$ cat config.mk
export PLATFORM = sky130hd
export DESIGN_NAME = defect_analyzer
export DESIGN_NICKNAME = d
export VERILOG_FILES = /design/src/rtl/defect_pkg.sv /design/src/rtl/defect_analyzer_raster_counter.sv /design/src/rtl/defect_analyzer.sv
export SDC_FILE = /design/constraint.sdc
export NUM_CORES = 1
export LEC_CHECK = 0
export CAP_MARGIN = 10
export CORE_UTILIZATION = 50
export DETAILED_ROUTE_END_ITERATION = 10
export HOLD_SLACK_MARGIN = 0.12
export PLACE_DENSITY = 0.81
export SYNTH_ARGS = -nofsm -noshare
export SYNTH_HDL_FRONTEND = slang
export SYNTH_SLANG_ARGS = --single-unit
export TNS_END_PERCENT = 1
$ cat constraint.sdc
create_clock -name clk -period 6.7 [get_ports clk]
set_input_delay 0.67 -clock clk [delete_from_list [all_inputs] [get_ports clk]]
set_output_delay 0.67 -clock clk [all_outputs]
set_load 0.01 [all_outputs]
$ cat src/rtl/defect_pkg.sv
`default_nettype none
// ============================================================================
// Module  : defect_pkg
// Brief   : Shared FSM encodings, pixel constants and width helpers for the
//           defect analysis streaming stages.
// Revision: 1.0 - initial release
// ============================================================================
package defect_pkg;

    typedef logic [1:0] state_t;

    localparam state_t IDLE   = 2'd0;
    localparam state_t ACCUM  = 2'd1;
    localparam state_t REPORT = 2'd2;

    // Binary image encoding produced by the thresholding stage
    localparam logic [7:0] PIX_SET = 8'hFF;
    localparam logic [7:0] PIX_CLR = 8'h00;

    function automatic int calc_pos_w(input int extent);
        return (extent > 1) ? $clog2(extent) : 1;
    endfunction

    function automatic int calc_cnt_w(input int width, input int height);
        return $clog2(width * height + 1);
    endfunction

endpackage
`default_nettype wire

$ cat src/rtl/defect_analyzer_raster_counter.sv
`default_nettype none
// ============================================================================
// Module  : raster_counter
// Brief   : Raster x/y position tracker with enable, wrap and end-of-frame flag.
// Revision: 1.0 - initial release
// ============================================================================
module raster_counter #(
    parameter int WIDTH  = 64,
    parameter int HEIGHT = 64,
    parameter int X_W    = 6,
    parameter int Y_W    = 6
) (
    input  logic           clk,
    input  logic           rst_n,
    input  logic           en,
    output logic [X_W-1:0] x,
    output logic [Y_W-1:0] y,
    output logic           eof
);

    localparam logic [X_W-1:0] C_LAST_X = X_W'(WIDTH - 1);
    localparam logic [Y_W-1:0] C_LAST_Y = Y_W'(HEIGHT - 1);

    logic [X_W-1:0] r_x;
    logic [Y_W-1:0] r_y;

    always_ff @(posedge clk) begin
        if (!rst_n) begin
            r_x <= '0;
            r_y <= '0;
        end else if (en) begin
            if (r_x == C_LAST_X) begin
                r_x <= '0;
                r_y <= (r_y == C_LAST_Y) ? '0 : r_y + Y_W'(1);
            end else begin
                r_x <= r_x + X_W'(1);
            end
        end
    end

    assign x   = r_x;
    assign y   = r_y;
    assign eof = (r_x == C_LAST_X) && (r_y == C_LAST_Y);

endmodule
`default_nettype wire

$ cat src/rtl/defect_analyzer.sv
`default_nettype none
// ============================================================================
// Module  : defect_analyzer
// Brief   : Per-frame set-pixel count, bounding box and min-area defect flag
//           over a binary raster stream, reported on a valid/ready handshake.
// Revision: 1.0 - initial release
// ============================================================================
module defect_analyzer
    import defect_pkg::*;
#(
    parameter  int IMG_WIDTH  = 64,
    parameter  int IMG_HEIGHT = 64,
    parameter  int DATA_WIDTH = 8,
    localparam int X_W        = calc_pos_w(IMG_WIDTH),
    localparam int Y_W        = calc_pos_w(IMG_HEIGHT),
    localparam int CNT_W      = calc_cnt_w(IMG_WIDTH, IMG_HEIGHT)
) (
    input  logic                  clk,
    input  logic                  rst_n,
    input  logic                  s_valid,
    output logic                  s_ready,
    input  logic [DATA_WIDTH-1:0] s_pixel,
    input  logic                  s_last,
    input  logic [CNT_W-1:0]      min_area,
    output logic                  r_valid,
    input  logic                  r_ready,
    output logic [CNT_W-1:0]      r_count,
    output logic [X_W-1:0]        r_xmin,
    output logic [X_W-1:0]        r_xmax,
    output logic [Y_W-1:0]        r_ymin,
    output logic [Y_W-1:0]        r_ymax,
    output logic                  r_bbox_valid,
    output logic                  r_defect,
    output logic                  r_frame_err
);

    state_t           r_state;
    logic [CNT_W-1:0] r_acc_count;
    logic [CNT_W-1:0] r_min_area;
    logic [X_W-1:0]   r_acc_xmin, r_acc_xmax;
    logic [Y_W-1:0]   r_acc_ymin, r_acc_ymax;
    logic             r_acc_err;

    logic             w_accept, w_first, w_set, w_eof;
    logic [X_W-1:0]   w_x;
    logic [Y_W-1:0]   w_y;
    logic [CNT_W-1:0] w_base_count, w_thresh, w_nxt_count;
    logic [X_W-1:0]   w_nxt_xmin, w_nxt_xmax;
    logic [Y_W-1:0]   w_nxt_ymin, w_nxt_ymax;
    logic             w_nxt_err, w_nxt_defect;

    assign s_ready  = (r_state == IDLE) || (r_state == ACCUM);
    assign w_accept = s_valid && s_ready;
    assign w_first  = (r_state == IDLE);
    assign w_set    = (s_pixel != '0);

    raster_counter #(
        .WIDTH  (IMG_WIDTH),
        .HEIGHT (IMG_HEIGHT),
        .X_W    (X_W),
        .Y_W    (Y_W)
    ) u_raster (
        .clk   (clk),
        .rst_n (rst_n),
        .en    (w_accept),
        .x     (w_x),
        .y     (w_y),
        .eof   (w_eof)
    );

    // The first pixel of a frame starts from a clean slate rather than the
    // previous frame's accumulators, so the frame needs no separate clear cycle.
    always_comb begin
        w_base_count = w_first ? '0 : r_acc_count;
        w_thresh     = w_first ? min_area : r_min_area;
        w_nxt_count  = w_base_count;
        w_nxt_xmin   = w_first ? '0 : r_acc_xmin;
        w_nxt_xmax   = w_first ? '0 : r_acc_xmax;
        w_nxt_ymin   = w_first ? '0 : r_acc_ymin;
        w_nxt_ymax   = w_first ? '0 : r_acc_ymax;
        if (w_set) begin
            w_nxt_count = w_base_count + CNT_W'(1);
            if (w_base_count == '0) begin
                w_nxt_xmin = w_x;
                w_nxt_xmax = w_x;
                w_nxt_ymin = w_y;
                w_nxt_ymax = w_y;
            end else begin
                if (w_x < w_nxt_xmin) w_nxt_xmin = w_x;
                if (w_x > w_nxt_xmax) w_nxt_xmax = w_x;
                if (w_y < w_nxt_ymin) w_nxt_ymin = w_y;
                if (w_y > w_nxt_ymax) w_nxt_ymax = w_y;
            end
        end
        w_nxt_err    = ((w_first ? 1'b0 : r_acc_err)) | (s_last != w_eof);
        w_nxt_defect = (w_nxt_count != '0) && (w_nxt_count >= w_thresh);
    end

    always_ff @(posedge clk) begin
        if (!rst_n) begin
            r_state      <= IDLE;
            r_acc_count  <= '0;
            r_min_area   <= '0;
            r_acc_xmin   <= '0;
            r_acc_xmax   <= '0;
            r_acc_ymin   <= '0;
            r_acc_ymax   <= '0;
            r_acc_err    <= 1'b0;
            r_valid      <= 1'b0;
            r_count      <= '0;
            r_xmin       <= '0;
            r_xmax       <= '0;
            r_ymin       <= '0;
            r_ymax       <= '0;
            r_bbox_valid <= 1'b0;
            r_defect     <= 1'b0;
            r_frame_err  <= 1'b0;
        end else begin
            case (r_state)
                IDLE, ACCUM: begin
                    if (w_accept) begin
                        r_acc_count <= w_nxt_count;
                        r_acc_xmin  <= w_nxt_xmin;
                        r_acc_xmax  <= w_nxt_xmax;
                        r_acc_ymin  <= w_nxt_ymin;
                        r_acc_ymax  <= w_nxt_ymax;
                        r_acc_err   <= w_nxt_err;
                        if (w_first) r_min_area <= min_area;
                        if (w_eof) begin
                            r_state      <= REPORT;
                            r_valid      <= 1'b1;
                            r_count      <= w_nxt_count;
                            r_xmin       <= w_nxt_xmin;
                            r_xmax       <= w_nxt_xmax;
                            r_ymin       <= w_nxt_ymin;
                            r_ymax       <= w_nxt_ymax;
                            r_bbox_valid <= (w_nxt_count != '0);
                            r_defect     <= w_nxt_defect;
                            r_frame_err  <= w_nxt_err;
                        end else begin
                            r_state <= ACCUM;
                        end
                    end
                end
                REPORT: begin
                    if (r_ready) begin
                        r_state <= IDLE;
                        r_valid <= 1'b0;
                    end
                end
                default: begin
                    r_state <= IDLE;
                    r_valid <= 1'b0;
                end
            endcase
        end
    end

endmodule
`default_nettype wire

**Word level (Yosys, flattened, before mapping)**

Index checks and enable logic that the tools add are counted.

- Equal/unequal tests: 8
- Bitwise operators: 1
- Add/subtract/negate cells: 3
- Mux-type cells: 30
- Reduce and logical (&&, ||, !) cells: 14
- Magnitude comparators: 5

Operators by type and width:

| cell | count |
|---|---|
| 6-bit two-way mux | 18 |
| 13-bit two-way mux | 3 |
| 13-bit by 1-bit adder with 13-bit output, second input constant | 1 |
| 13-bit >= comparator | 1 |
| 13-bit logical NOT | 1 |
| 13-bit nonzero test | 1 |
| 6-bit by 1-bit adder with 6-bit output, second input constant | 2 |
| 6-bit equality test, second input constant | 2 |
| 6-bit greater-than comparator | 2 |
| 6-bit less-than comparator | 2 |
| 8-bit nonzero test | 1 |
| 2-bit two-way mux | 3 |
| 2-bit AND reduction | 3 |
| 3-bit AND reduction | 2 |
| 1-bit two-way mux | 4 |
| 2-bit != test, second input constant | 2 |
| 2-bit case mux with 2 select lines | 1 |
| 1-bit logical AND | 3 |
| 2-bit by 1-bit equality test with 1-bit output, second input constant | 1 |
| 2-bit equality test, second input constant | 1 |
| 2-bit logical NOT | 1 |
| 2-bit by 1-bit != test with 1-bit output, second input constant | 1 |
| 1-bit case mux with 2 select lines | 1 |
| 2-bit OR reduction | 1 |
| other kinds (3) | 3 |

- Output and inout bits: 42
- Bits of input ports: 26
- Register bits after elaboration: 106
- Logic and storage cells: 80

**Depth between registers and ports, before layout**

- Depth in word-level cells: 6
- Depth in mapped cells: 16
- Depth with buffers taken out: 14

**Hierarchy**

A second synthesis with hierarchy kept.

- Cells, all modules: 705
- Area total of the unflattened synthesis: 5828.1 um2

Modules (own cells, without submodules):

| module | seq. area each (um2) | times used | cells each | area each (um2) |
|---|---|---|---|---|
| defect_analyzer | 1881.8 | 1 | 638 | 5248.8 |
| raster_counter | 240.2 | 1 | 67 | 579.3 |

**Worst setup path after synthesis**

OpenSTA, ideal clock, no wires.

- Kind: register to register
- From: register r_state[1]
- To: register r_xmin[0]
- Arrival: 2.877 ns
- Buffers on the path: 4
- Data required time: 6.578 ns
- Period minus slack after synthesis: 2.998 ns
- Setup slack: 3.702 ns
- Cell stages (with the launch flop): 13
- Library setup time: 0.122 ns
- Cell sequence: dfxtp_1 or2_1 buf_6 buf_2 buf_1 clkbuf_1 nand2_1 ha_1 a21o_1 a211o_1 o221ai_1 a21oi_1 a221o_1

- Longest elaborated chain between the ends: 6
- Elaborated cells on any way between the ends: 13
- Those cells by class: order compare (1); eq/ne (1); mux (5); reduce/logical (6)

Ends and longest elaborated chain:

| item | RTL line | text |
|---|---|---|
| from (decl) | defect_analyzer.sv:37 | `state_t r_state;` |
| from (signal assigned) | defect_analyzer.sv:101 | `r_state <= IDLE;` |
| from (signal assigned) | defect_analyzer.sv:130 | `r_state <= REPORT;` |
| from (signal assigned) | defect_analyzer.sv:141 | `r_state <= ACCUM;` |
| 2-bit logical NOT | defect_analyzer.sv:52, defect_analyzer.sv:54, defect_analyzer.sv:119 |  |
| 6-bit two-way mux | defect_analyzer.sv:77 | `w_nxt_xmin = w_first ? '0 : r_acc_xmin;` |
| 6-bit less-than comparator | defect_analyzer.sv:89 | `if (w_x < w_nxt_xmin) w_nxt_xmin = w_x;` |
| 6-bit two-way mux | defect_analyzer.sv:89 |  |
| 6-bit two-way mux | defect_analyzer.sv:83 | `if (w_base_count == '0) begin` |
| 6-bit two-way mux | defect_analyzer.sv:81 | `if (w_set) begin` |
| to (signal assigned) | defect_analyzer.sv:133 | `r_xmin <= w_nxt_xmin;` |
| to (decl) | defect_analyzer.sv:28 | `output logic [X_W-1:0] r_xmin,` |

Several ways; a longest one is shown, not always the timed one.
A chain may end at the register's enable or synchronous reset.

**Worst setup path in the final report**

- From: register r_state[1]
- To: register r_defect

- Longest elaborated chain between the ends: 6
- Elaborated cells on any way between the ends: 13
- Those cells by class: add/sub (1); order compare (1); eq/ne (1); mux (3); reduce/logical (7)

Ends and longest elaborated chain:

| item | RTL line | text |
|---|---|---|
| 2-bit logical NOT (*) | defect_analyzer.sv:54 | `assign w_first = (r_state == IDLE);` |
| 13-bit two-way mux (*) | defect_analyzer.sv:74 | `w_base_count = w_first ? '0 : r_acc_count;` |
| 13-bit by 1-bit adder with 13-bit output | defect_analyzer.sv:82 | `w_nxt_count = w_base_count + CNT_W'(1);` |
| 13-bit two-way mux (*) | defect_analyzer.sv:81 |  |
| named net w_nxt_count[9] | defect_analyzer.sv:47 | `logic [CNT_W-1:0] w_base_count, w_thresh, w_nxt_count;` |
| 13-bit >= comparator / 13-bit nonzero test (equally long branches) | defect_analyzer.sv:96 | `w_nxt_defect = (w_nxt_count != '0) && (w_nxt_count >= w_thresh);` |
| 1-bit logical AND (*) | defect_analyzer.sv:96 |  |
| to (signal assigned) | defect_analyzer.sv:138 | `r_defect <= w_nxt_defect;` |
| to (decl) | defect_analyzer.sv:33 | `output logic r_defect,` |

Mark *: on every way through the listed nets, which the timed path passes. The rest lies on a longest branch.

==> results.cfg <==
[outcome]
status = finished, final reports clean

[global_routing]
grt_util_all_layers = 0.251
gr-total-overflow = 0
grt_pass1_wl_um = 23100
grt_use_met2 = 0.438
grt_max_degree = 87
grt_pass1_vias = 4775
met1_usage = 0.296
grt_use_met3 = 0.0478
antenna_found_initial = 0
busiest_layer = met2

[critical_path]
crit_type = register to register
cp_data_arrival_time_ns = 3.91
cp_top_family = compound AO/OA/AOI/OAI gates
endpoint_kind = register
cpPeakStageDelay_ns = 0.62
path_cells = or2_1, buf_4, o2111ai_4, or4_1, a21oi_2, ha_1, o211ai_1, nor3_1, o41ai_1, a31o_2, a32oi_1
worstPathRequired_ns = 6.97
critical_path.max_fanout = 35
cp-start-kind = register
critPathBufInv = 1
slowest_stage = or4_1

[final_layout]
diodes = 0
syn_to_final_growth_pct = 18.1
final-seq-area_um2 = 2120
drive_gt1_frac = 0.0781
multiInputGateArea_um2 = 3390
num-fill-cells = 954
fin_nets = 751

[power_and_ir_drop]
ir_worst_vdd_v = 0.000172
pwr-share-clk = 0.409
finalPower_uw = 1310
combPwrFrac = 0.093
cellPowerDensity_nw_per_um2 = 194
p_leak_uw = 0.00278
pwr-share-seq = 0.498
switching_share = 0.242
power.internal_uw = 992
power.switching_uw = 316

[floorplan]
coreArea_um2 = 11000
die_w_um = 109
row_count = 38
dieArea_um2 = 11900
initial_core_util = 0.521
pin_count = 68
die_y_um = 109

[routing]
drt.antenna.violating_nets = 0
drt_pass1_iterations = 4
drt_iter0_drc = 232
post_drt_wl_per_cell_um = 16.9
drt-total-wl_um = 14100
drc = 0
via_per_inst = 5.97
vias = 4963

[synthesis]
async_flop_share = 0
synth.most_common_cell = nand2_1
ys_warn_count = 0
synth.distinct_cells = 66
synth_edf_count = 0
ys_ff_latch = 106
synth_top_area_share = 0.371
syn-num-nets = 705
synth.avg_cell_area_um2 = 8.93
yosys-top-cells-count = 133 x nand2_1, 106 x dfxtp_1, 39 x ha_1
ys_seq_area_frac = 0.371
syn_area_um2 = 5720
syn_inst = 640
synth_top_flop_cell = dfxtp_1
yosysTopAreaCell = dfxtp_1
synthTopCellsByArea = dfxtp_1 37%, nand2_1 8.7%, ha_1 8.5%

[clock_tree]
clock_path_buffers = 2
postCtsHoldBufs = 0
tritoncts = done
cts.sinks = 106
ctsResizeCount = 0
clkSlewWorstSetupHoldPaths_ns = 0.07
numCtsBuffers = 9
h-tree-depth = 3
cts-root-buf = clkbuf_16
postCtsSetupRepairBufs = 0
clk_latency_ns = 0.35

[timing]
fmax_mhz = 275
post-route-period-util = 0.544
finalSetupViolations = 0
tightest_slew_ns = 0.989
slew_viol_final = 0
slew_headroom = 0.335
rsz0062_at_grt = false
clock_skew_ns = 0.00767
hold_viol_final = 0
fin_crit_ns = 3.64
tns_ns = 0

[place]
dp_hpwl_um = 10200
place_congestion = 0.918
port_buffers = 67

[hold_path]
hold_path.class = register to register

[job]
maxCapViolCount = 0
path summary, 6_finish.rpt:
kind / endpoint / cells past startpoint / slack (ns) / start
setup / recovery: r_defect / 11 / 3.06 / r_state[1]
hold / removal: r_acc_xmax[5] / 2 / 0.46 / r_acc_xmax[5]
setup reg to reg: r_defect / 11 / 3.06 / r_state[1]
hold reg to reg: r_acc_xmax[5] / 2 / 0.46 / r_acc_xmax[5]
kinds of logic after synthesis:
family	synth area share
AOI/OAI and AO/OA	0.223
muxes	0.0508
buffers and inverters	0.0376
DFF	0.371
and+or+nand+nor	0.202
adders and majority gates	0.0853
xor gates and xnor gates	0.0302
routing by layer:
layer | vias up | share of wire
li1 | 2414 | -
met2 | 150 | 0.49
met3 | 37 | 0.052
met1 | 2362 | 0.42
met4 | 0 | 0.031
met5 | - | 0
power by group through the flow:
stage                     Combinational [uW]  Sequential [uW]  Clock, uW
after floorplan                         84.7              661          0
after global placement                   118              665          0
after detailed placement                 121              665          0
after CTS                                122              650        547
after global routing                     135              652        575
final                                    122              651        535
sequential cells by signal (all words and copies together) (netlist names), 2 cells and up:
| signal | count |
|---|---|
| r_ymax | 6 |
| r_acc_xmax | 6 |
| u_raster.x | 6 |
| u_raster.y | 6 |
| r_min_area | 13 |
| r_acc_count | 13 |
| r_acc_ymax | 6 |
| r_state | 2 |
| r_xmax | 6 |
| r_count | 13 |
| r_ymin | 6 |
| r_acc_ymin | 6 |
| r_acc_xmin | 6 |
| r_xmin | 6 |
per-stage QoR:
stage / instance area [um^2] / utilization / setup slack (ns) / hold WS, ns / std cells
floorplan: 5720 / - / 3.70 / 0.433 / 640
global placement: 6450 / 0.587 / 3.03 / 0.440 / 815
detailed placement: 6450 / 0.587 / 2.96 / 0.452 / 815
CTS: 6750 / 0.615 / 3.12 / 0.462 / 831
global route: 6750 / 0.615 / 2.88 / 0.480 / 831
finish: 6750 / 0.615 / 3.06 / 0.461 / 831
cells in the final DEF (no fill, tap or decap), types with 10 or more instances in the layout:
cell type / n
inv_1: 14
mux2i_1: 29
nand2_1: 133
a21boi_0: 10
o211a_1: 18
a22o_1: 12
ha_1: 39
o21ai_0: 17
nand3_1: 15
nor2_1: 18
and2_1: 13
a21oi_1: 13
clkdlybuf4s50_1: 66
xnor2_1: 11
dfxtp_1: 106
a221o_1: 12
worst min-delay path, cell delays in order (launching register included):
cell     delay, ns
dfxtp_1       0.31
nand2_1       0.05
mux2i_1       0.05
area by class of cell:
cell class / count / share of cell area
Multi-Input combinational cell: 482 / 0.501
Sequential cell: 106 / 0.314
Timing Repair Buffer: 73 / 0.105
Clock buffer: 10 / 0.0354
Tap cell: 140 / 0.0259
Clock inverter: 6 / 0.00982
Inverter: 14 / 0.00778
No activity file was read; power rests on OpenSTA's default activity.
